==> src/rtl/seven_seg_digit_driver_if.sv <==
// Producer-to-display bus for seven_seg_digit_driver.
// Carries one display frame per valid/ready transfer:
//   value       - four hex digits, value[3:0] is digit 0
//   dp_in       - decimal point per digit, 1 = lit
//   blank_lz    - leading-zero blanking for this frame
//   value_valid - producer has a frame on the bus
//   value_ready - driver can accept a frame; transfer when valid && ready
interface seven_seg_digit_driver_if;
  logic [15:0] value;
  logic [3:0]  dp_in;
  logic        blank_lz;
  logic        value_valid;
  logic        value_ready;

  modport master (
    output value,
    output dp_in,
    output blank_lz,
    output value_valid,
    input  value_ready
  );

  modport slave (
    input  value,
    input  dp_in,
    input  blank_lz,
    input  value_valid,
    output value_ready
  );
endinterface

==> src/rtl/seven_seg_digit_driver.sv <==
// Seven-segment cathode driver for a four-digit scanned display.
// Follows the scanner's active-low one-hot anode rotation and drives the segments of the
// selected digit. Frames arrive through a valid/ready bus into a pending buffer and are
// committed to the display register only at frame boundaries, so a frame never tears.
// Ports:
//   clock      - system clock
//   reset      - synchronous, active-high
//   anode      - scanner anodes, active-low one-hot, asynchronous to clock
//   bus        - frame input (value, dp_in, blank_lz, value_valid / value_ready)
//   seg        - cathodes, active-low, {g,f,e,d,c,b,a}
//   dp         - decimal point cathode, active-low
//   frame_tick - one-cycle pulse when the scan re-enters digit 0
//   anode_err  - sticky flag: an illegal anode pattern was seen
module seven_seg_digit_driver (
  input  logic                           clock,
  input  logic                           reset,
  input  logic [3:0]                     anode,
  seven_seg_digit_driver_if.slave        bus,
  output logic [6:0]                     seg,
  output logic                           dp,
  output logic                           frame_tick,
  output logic                           anode_err
);

  localparam logic [3:0] AnodeDigit0 = 4'b1110;

  logic [3:0]  s1_q, s1_d, s2_q, s2_d, s3_q, s3_d;
  logic        pending_q, pending_d;
  logic [15:0] buf_value_q, buf_value_d, disp_value_q, disp_value_d;
  logic [3:0]  buf_dp_q, buf_dp_d, disp_dp_q, disp_dp_d;
  logic        buf_blz_q, buf_blz_d, disp_blz_q, disp_blz_d;
  logic [6:0]  seg_q, seg_d;
  logic        dp_q, dp_d;
  logic        err_q, err_d;

  logic [1:0]  digit_sel;
  logic        legal;
  logic        lead_zero;
  logic        handshake;

  function automatic logic [6:0] hex_to_seg(input logic [3:0] nib);
    logic [6:0] s;
    case (nib)
      4'h0: s = 7'b1000000;
      4'h1: s = 7'b1111001;
      4'h2: s = 7'b0100100;
      4'h3: s = 7'b0110000;
      4'h4: s = 7'b0011001;
      4'h5: s = 7'b0010010;
      4'h6: s = 7'b0000010;
      4'h7: s = 7'b1111000;
      4'h8: s = 7'b0000000;
      4'h9: s = 7'b0010000;
      4'hA: s = 7'b0001000;
      4'hB: s = 7'b0000011;
      4'hC: s = 7'b1000110;
      4'hD: s = 7'b0100001;
      4'hE: s = 7'b0000110;
      default: s = 7'b0001110;
    endcase
    return s;
  endfunction

  // Scan re-entered digit 0: the frame boundary.
  assign frame_tick      = (s2_q == AnodeDigit0) && (s3_q != AnodeDigit0);
  assign bus.value_ready = !pending_q && !reset;
  assign handshake       = bus.value_valid && bus.value_ready;

  assign seg       = seg_q;
  assign dp        = dp_q;
  assign anode_err = err_q;

  always_comb begin
    digit_sel = 2'd0;
    legal     = 1'b1;
    unique case (s2_q)
      4'b1110: digit_sel = 2'd0;
      4'b1101: digit_sel = 2'd1;
      4'b1011: digit_sel = 2'd2;
      4'b0111: digit_sel = 2'd3;
      default: legal = 1'b0;
    endcase

    // Digit k is a leading zero when it and every digit above it are zero.
    case (digit_sel)
      2'd1:    lead_zero = disp_blz_q && (disp_value_q[15:4] == 12'h000);
      2'd2:    lead_zero = disp_blz_q && (disp_value_q[15:8] == 8'h00);
      2'd3:    lead_zero = disp_blz_q && (disp_value_q[15:12] == 4'h0);
      default: lead_zero = 1'b0;
    endcase

    seg_d = 7'b1111111;
    dp_d  = 1'b1;
    if (legal) begin
      seg_d = lead_zero ? 7'b1111111 : hex_to_seg(disp_value_q[{digit_sel, 2'b00} +: 4]);
      dp_d  = ~disp_dp_q[digit_sel];
    end
    err_d = err_q | ~legal;

    s1_d = anode;
    s2_d = s1_q;
    s3_d = s2_q;

    pending_d    = pending_q;
    buf_value_d  = buf_value_q;
    buf_dp_d     = buf_dp_q;
    buf_blz_d    = buf_blz_q;
    disp_value_d = disp_value_q;
    disp_dp_d    = disp_dp_q;
    disp_blz_d   = disp_blz_q;
    // Capture needs an empty buffer and commit needs a full one, so they never coincide;
    // a capture on a boundary cycle therefore waits for the next boundary.
    if (handshake) begin
      pending_d   = 1'b1;
      buf_value_d = bus.value;
      buf_dp_d    = bus.dp_in;
      buf_blz_d   = bus.blank_lz;
    end else if (frame_tick && pending_q) begin
      pending_d    = 1'b0;
      disp_value_d = buf_value_q;
      disp_dp_d    = buf_dp_q;
      disp_blz_d   = buf_blz_q;
    end
  end

  always_ff @(posedge clock) begin
    if (reset) begin
      // Sync chain resets to digit 0 so a scanner still held in reset is not flagged.
      s1_q         <= AnodeDigit0;
      s2_q         <= AnodeDigit0;
      s3_q         <= AnodeDigit0;
      pending_q    <= 1'b0;
      buf_value_q  <= 16'h0000;
      buf_dp_q     <= 4'h0;
      buf_blz_q    <= 1'b0;
      disp_value_q <= 16'h0000;
      disp_dp_q    <= 4'h0;
      disp_blz_q   <= 1'b0;
      seg_q        <= 7'b1111111;
      dp_q         <= 1'b1;
      err_q        <= 1'b0;
    end else begin
      s1_q         <= s1_d;
      s2_q         <= s2_d;
      s3_q         <= s3_d;
      pending_q    <= pending_d;
      buf_value_q  <= buf_value_d;
      buf_dp_q     <= buf_dp_d;
      buf_blz_q    <= buf_blz_d;
      disp_value_q <= disp_value_d;
      disp_dp_q    <= disp_dp_d;
      disp_blz_q   <= disp_blz_d;
      seg_q        <= seg_d;
      dp_q         <= dp_d;
      err_q        <= err_d;
    end
  end

endmodule

==> src/flat_wrapper.sv <==
// flat-port wrapper written by rule: the top's interface ports become plain ports
module seven_seg_digit_driver_flat 
  (clock, reset, anode, seg, dp, frame_tick, anode_err, bus_value, bus_dp_in, bus_blank_lz, bus_value_valid, bus_value_ready);
  seven_seg_digit_driver_if bus_i ();
  input  logic clock;
  input  logic reset;
  input  logic [3:0] anode;
  output logic [6:0] seg;
  output logic dp;
  output logic frame_tick;
  output logic anode_err;
  input wire logic [$bits(bus_i.value)-1:0] bus_value;
  input wire logic [$bits(bus_i.dp_in)-1:0] bus_dp_in;
  input wire logic [$bits(bus_i.blank_lz)-1:0] bus_blank_lz;
  input wire logic [$bits(bus_i.value_valid)-1:0] bus_value_valid;
  output wire logic [$bits(bus_i.value_ready)-1:0] bus_value_ready;
  assign bus_i.value = bus_value;
  assign bus_i.dp_in = bus_dp_in;
  assign bus_i.blank_lz = bus_blank_lz;
  assign bus_i.value_valid = bus_value_valid;
  assign bus_value_ready = bus_i.value_ready;
  seven_seg_digit_driver u_core (.clock(clock), .reset(reset), .anode(anode), .bus(bus_i), .seg(seg), .dp(dp), .frame_tick(frame_tick), .anode_err(anode_err));
endmodule
==> config.mk <==
export PLATFORM = sky130hd
export DESIGN_NAME = seven_seg_digit_driver_flat
export DESIGN_NICKNAME = d
export VERILOG_FILES = /design/src/rtl/seven_seg_digit_driver_if.sv /design/src/rtl/seven_seg_digit_driver.sv /design/src/flat_wrapper.sv
export SDC_FILE = /design/constraint.sdc
export NUM_CORES = 1
export LEC_CHECK = 0
export ABC_AREA = 1
export CAP_MARGIN = 25
export CORE_ASPECT_RATIO = 0.7
export CORE_MARGIN = 4
export CORE_UTILIZATION = 45
export CTS_BUF_LIST = sky130_fd_sc_hd__clkbuf_4 sky130_fd_sc_hd__clkbuf_8 sky130_fd_sc_hd__clkbuf_16
export CTS_CLUSTER_SIZE = 30
export DETAILED_ROUTE_END_ITERATION = 16
export PLACE_DENSITY = 0.67
export SYNTH_ARGS = -nofsm -noshare
export SYNTH_HDL_FRONTEND = slang
export SYNTH_SLANG_ARGS = --single-unit
==> constraint.sdc <==
create_clock -name clock -period 1.7 [get_ports clock]
set_clock_uncertainty 0.15 [all_clocks]
set_input_delay 0.17 -clock clock [delete_from_list [all_inputs] [get_ports clock]]
set_output_delay 0.17 -clock clock [all_outputs]
set_load 0.005 [all_outputs]
# ---- After elaboration in Yosys (flattened, before gate mapping)
# Memory sizes are Yosys's and may differ from the RTL's. A register that Yosys moved wholly into a read port is not among the register bits.
# Cells that the tools add are included.
dict set report totals {
  regBits 57
  mem_bits_ro 112
  output_inout_bits 11
  word_cells 51
  mem_count 1
}
# memory words width rd rd_ports_with_merged_regs wr line_no
set memory_table {}
lappend memory_table {{(no name shown)} 16 7 1 1 0 seven_seg_digit_driver.sv:43} ;# case (nib)
dict set report op_classes {
  n_lt_le_gt_ge 1
  eq_ne 8
  shifts 1
  muxes 7
  bitwise 4
  n_reduce_logical 17
}
# cell count
set ops {}
lappend ops {{16-bit by 5-bit variable part select with 4-bit output} 1}
lappend ops {{4-bit == test (second input constant)} 3}
lappend ops {{12-bit zero test} 1}
lappend ops {{8-bit zero test} 1}
lappend ops {{1-bit logical AND} 7}
lappend ops {{2-bit case mux with 3 select lines} 1}
lappend ops {{2-bit == test (second input constant)} 2}
lappend ops {{4-bit by 3-bit == test with 1-bit output (second input constant)} 1}
lappend ops {{4-bit zero test} 1}
lappend ops {{1-bit two-way mux} 4}
lappend ops {{4-bit != test (second input constant)} 1}
lappend ops {{4-bit OR reduction} 1}
lappend ops {{2-bit by 3-bit less-than comparator with 1-bit output (second input constant)} 1}
lappend ops {{1-bit NOT} 3}
lappend ops {{1-bit case mux with 3 select lines} 1}
lappend ops {{3-bit OR reduction} 1}
lappend ops {{1-bit binary-select mux with 2-bit select} 1}
lappend ops {{2-bit by 1-bit == test with 1-bit output (second input constant)} 1}
lappend ops {{1-bit zero test} 2}
lappend ops {{2-bit AND reduction} 1}
lappend ops {{2-bit nonzero test} 1}
lappend ops {{2-bit OR reduction} 1}
lappend ops {{1-bit OR} 1}

# ---- Longest topological paths before layout
dict set report logic_depth {
  ltp_word 5
  mapped_depth 14
  depth_no_buf 13
}

# ---- Worst setup path before layout
# No wires, ideal clock.
dict set report synth_path {
  path_type {register -> register}
  start {reg u_core.s2_q[3]}
  end {reg u_core.seg_q[3] (netlist: u_core.seg[3])}
  setup_time_ns 0.120
  t_arrival_ns 1.602
  required_ns 1.430
  setup_slack_ns -0.172
  path_stages_with_launch 14
  n_path_buf 1
  path_cell_list {dfxtp_1 > nand2_2 > inv_2 > nand2_4 > buf_6 > o21ai_2 > nor2_1 > nor2_2 > inv_1 > ha_1 > nand2_2 > nand2_1 > nand2_1 > nand3_1}
}
dict set report synth_between {
  elab_chain_len 5
  word_cells_on_any_way 14
  classes_between {eq/ne: 7; shift: 1; mux: 3; bitwise: 1; reduce/logical: 2}
}
# element line_no
set synth_lines {}
lappend synth_lines {{start: declaration} seven_seg_digit_driver.sv:27} ;# logic [3:0] s1_q, s1_d, s2_q, s2_d, s3_q, s3_d;
lappend synth_lines {{start signal: assignment} seven_seg_digit_driver.sv:130} ;# s2_q <= AnodeDigit0;
lappend synth_lines {{4-bit by 3-bit == test with 1-bit output / 4-bit == test (equally long branches)} seven_seg_digit_driver.sv:76} ;# unique case (s2_q)
lappend synth_lines {{2-bit case mux with 3 select lines / 4-bit OR reduction (equally long branches)} --}
lappend synth_lines {{2-bit == test, or another cell as far along} seven_seg_digit_driver.sv:85} ;# case (digit_sel)
lappend synth_lines {{1-bit case mux with 3 select lines / 1-bit NOT (equally long branches)} --}
lappend synth_lines {{3-bit OR reduction (no line)} --}
lappend synth_lines {{end: declaration} seven_seg_digit_driver.sv:32} ;# logic [6:0] seg_q, seg_d;
# Several ways; a longest one is shown, not always the timed one.
# A chain may end at the register's enable or synchronous reset.

# ---- Final worst setup path
dict set report layout_path {
  start {reg u_core.s2_q[2]}
  end {reg u_core.seg_q[1] (netlist: u_core.seg[1])}
}
# Same word-level chain as after synthesis.

==> results by group <==
Timing
  – Fmax: roughly 540 MHz
  – Hold Slack: 195 ps
  – Final Hold Fails: 0
  – Max-slew violations: 0
  – Worst-Margin Slew: approximately 340 ps
  – RSZ-0062 raised after global routing: yes
  – Tmin final: around 1900 ps
  – Final Worst Setup Slack: -164 ps
  – Slew headroom: just under 80%
  – # setup viols final: 31
  – Crit share post-route: 110%

Yosys
  – Syn Inst Count: around 350
  – #FFs+latches synth: 64
  – Mapped Nets: a little under 400
  – Area leader, netlist: dfxtp_1
  – Synthesis Warnings: 0
  – Async SR Flop Fraction: 0%
  – Largest family of logic cells by synthesized area: simple AND/OR/NAND/NOR gates
  – EDFF count, synth: 0
  – Distinct cell type count after synthesis: 32
  – Main area contributors after synthesis: dfxtp_1 47%, nand2_1 12%, o21ai_0 6.4%
  – XOR/XNOR Fraction of Synth Area: 0%
  – Post-Synth Simple-Gate Area: between 20% and 30%
  – Synth top cells by count: 91 x nand2_1, 64 x dfxtp_1, 35 x o21ai_0
  – Sequential area share after synthesis: 46.7%
  – Count leader, synth: nand2_1
  – Post-synthesis area per instance: between 7 and 8 sq um
  – Dominant synthesized flop cell: dfxtp_1
  – Complex-gate fraction of the synthesized area: about 15%
  – Share of the synthesized area in the top cell type: ~47%
  – Area share of fa/ha/maj cells after synthesis: 2.74%
  – Cell area after synthesis: 0.00274 sq mm
  – Multiplexer area fraction after synthesis: 0%

Floorplan
  – Die Y: 73.3 um
  – IO Pins: 39
  – Die width: roughly 100 um
  – DIE AREA: 0.00743 sq mm
  – Initial Util: 47.2%
  – Core footprint: around 0.0058 sq mm
  – # rows: 23

Finish
  – Syn-to-layout area delta: 52.6%
  – N_diodes: 0
  – Post-Layout Cell Count: between 500 and 600
  – Final design area excluding fillers: about 0.0042 sq mm
  – Share of post-route cells with drive strength above 1: approximately two fifths
  – Fin nets: around 460
  – Finished Core Util: a little under three quarters

Global route
  – First-pass GRT wire length: 10400 um
  – Global Route Usage Sum: a little under a fifth
  – Initial antenna violation count: 0
  – Total global routing overflow: 0
  – Pin count of the biggest net entering global routing: 37
  – Number of global-route vias before repair: around 2200

Routing
  – Final wirelength: between 6000 and 7000 um
  – WL/cell: around 13 um
  – Pre-antenna DRT Iters: 4
  – DRC Markers: 0
  – Via/cell ratio: around 4.8
  – Antenna viol nets, final: 0
  – 1st-iter DRT viols: 139
  – Via Count: 2442

Worst setup path
  – Worst reg2reg setup slack: -160 ps
  – CP peak stage delay: approximately 330 ps
  – CP max-delay cell: dfxtp_2
  – Terminus of the critical flop-to-flop path: u_core.seg[1]
  – Critical path launch point type: flip-flop
  – Crit path to: u_core.seg[1]
  – Crit-path cells: buf_6 -> inv_6 -> nand2_4 -> nor2_4 -> inv_2 -> nand2_4 -> nor2_2 -> nor2_4 -> buf_6 -> ha_4 -> nand2_4 -> nor2_2 -> nor2_1 -> nand2_1
  – R2r worst-path depth: 14
  – WP data arrival: 1960 ps
  – Critical path's most frequent cell: nand2_4
  – Kind of critical path: flip-flop to flip-flop
  – CP endpoint kind: flip-flop
  – Critical Path RT: approximately 1800 ps
  – FF-to-FF Start: u_core.s2_q[2]
  – Crit-path max FO: 5
  – CP startpoint: u_core.s2_q[2]

Outcome
  – Failing checks: negative setup slack
  – Status: finished, violations left

Clock tree
  – Clk slew on worst S/H paths: 70 ps
  – # clock sinks: 64
  – Htree depth: 3
  – Cts hold-fix bufs: 0
  – Worst skew pair latency: roughly 350 ps
  – CTS Buf Count: 9
  – Max clock buf depth: 2
  – Root Buffer Master: clkbuf_8
  – CTS tree: built

Power and ir drop
  – Psw: 905 uW
  – PwrDens: ~800 mW/mm^2
  – Combinational power share: ~15%
  – Seq pwr share: 49.1%
  – Switch share: 27.2%
  – VDD IR max: ~0.51 mV
  – Clock power frac: 35.6%
  – Pint: approximately 2.4 mW
  – LEAKAGE: 1.68 nW

Worst hold path
  – Hold Crit Class: primary input to flip-flop
  – Min-delay src: anode[0]

Place
  – DP Area: ~0.0034 sq mm
  – Placed instance count: 477
  – Placer Congestion: between 0.8 and 0.9
  – Number of port buffers: 38
  – Final HPWL DP: ~4400 um

Run
  – Max Cap Viol: 0
==> per-layer routing <==
metal  vias up  share of wire (%)  track usage, %
met5         -                  0               0
met2        50                 45            26.4
met3        10                5.0            5.69
met4         0                1.4            7.96
met1      1104                 49            24.7
li1       1278                  -               -
==> power groups by stage <==
stage / Sequential, mW / Clock [mW] / Combinational [mW]
2_1_floorplan: 1.65 / 0 / 0.206
3_3_place_gp: 1.65 / 0 / 0.389
3_5_place_dp: 1.66 / 0 / 0.395
4_1_cts: 1.62 / 1.20 / 0.444
5_1_grt: 1.64 / 1.29 / 0.558
6_report: 1.63 / 1.18 / 0.510
==> worst min-delay path by stage <==
stage                      to  slack (ps)  cells after the start
3_5_place_dp   u_core.s2_q[1]         250                      1
5_1_grt        u_core.s1_q[0]         200                      3
6_report       u_core.s1_q[0]         200                      3
3_3_place_gp   u_core.s2_q[0]         250                      2
2_1_floorplan  u_core.s1_q[1]         120                      1
4_1_cts        u_core.s1_q[0]         190                      3
==> placed cells by master (no fill, tap or decap), types with 4 or more instances in the layout <==
cell | netlist | routed
dfxtp_1 | 64 | 59
nand2_4 | 5 | 9
nand3_1 | 18 | 15
nand3_2 | 5 | 7
nor2_1 | 14 | 11
ha_4 | 0 | 5
nor2_2 | 6 | 6
clkdlybuf4s50_1 | 0 | 37
clkbuf_8 | 0 | 10
inv_2 | 6 | 8
inv_1 | 28 | 22
a21oi_1 | 24 | 15
o21ai_2 | 1 | 13
nor2_4 | 1 | 4
dfxtp_2 | 0 | 4
o21ai_4 | 1 | 6
nand2_2 | 10 | 15
a21oi_2 | 0 | 9
or2_2 | 6 | 6
buf_4 | 0 | 19
buf_12 | 0 | 4
nand2_1 | 91 | 79
buf_6 | 1 | 12
o21ai_0 | 35 | 23
==> worst max-delay path, delay by kind of cell (launching register included) <==
family | cells | cell delay (ps)
fa+ha+maj | 1 | 190
buf+inv | 4 | 380
flops | 1 | 330
simple gates | 9 | 710
==> logic make-up after synthesis <==
kind of cell / after synthesis
flip-flops: 64
AO/OA/AOI/OAI: 72
AND/OR/NAND/NOR: 162
buffers and inverters: 49
adder cells (fa/ha/maj): 6
==> repair_timing <==
| item | 4_1_cts | 5_1_grt |
|---|---|---|
| buffers inserted | 7 | 5 |
| resized for setup | 57 | 57 |
| gates cloned | 0 | 3 |
| pin swaps | 17 | 12 |
| endpoints found under the setup margin | 9 | 32 |
==> layout make-up <==
class | count | area, sq um
Clock buffer | 10 | 138
Multi-Input combinational cell | 240 | 1620
Clock inverter | 6 | 43.8
Timing Repair Buffer | 78 | 848
Fill cell | 429 | 1630
Sequential cell | 64 | 1290
Tap cell | 75 | 93.8
Inverter | 35 | 148
==> sequential cells by signal (all words and copies together) (netlist names) <==
| name | count |
|---|---|
| u_core.disp_value_q | 16 |
| u_core.disp_dp_q | 4 |
| u_core.s2_q | 4 |
| u_core.disp_blz_q | 1 |
| u_core.s1_q | 4 |
| u_core.buf_dp_q | 4 |
| u_core.seg | 7 |
| u_core.pending_q | 1 |
| u_core.buf_value_q | 16 |
| u_core.anode_err | 1 |
| u_core.buf_blz_q | 1 |
| u_core.dp | 1 |
| u_core.s3_q | 4 |
==> metrics by stage <==
step / power, mW / setup slack (ps) / setup TNS (ps)
3_3_place_gp: 2.04 / -78.7 / -409
6_report: 3.33 / -164 / -2240
2_1_floorplan: 1.86 / -94.3 / -458
5_1_grt: 3.49 / -258 / -5820
3_5_place_dp: 2.05 / -120 / -786
4_1_cts: 3.27 / -107 / -652
(Power assumes the default switching activity.)
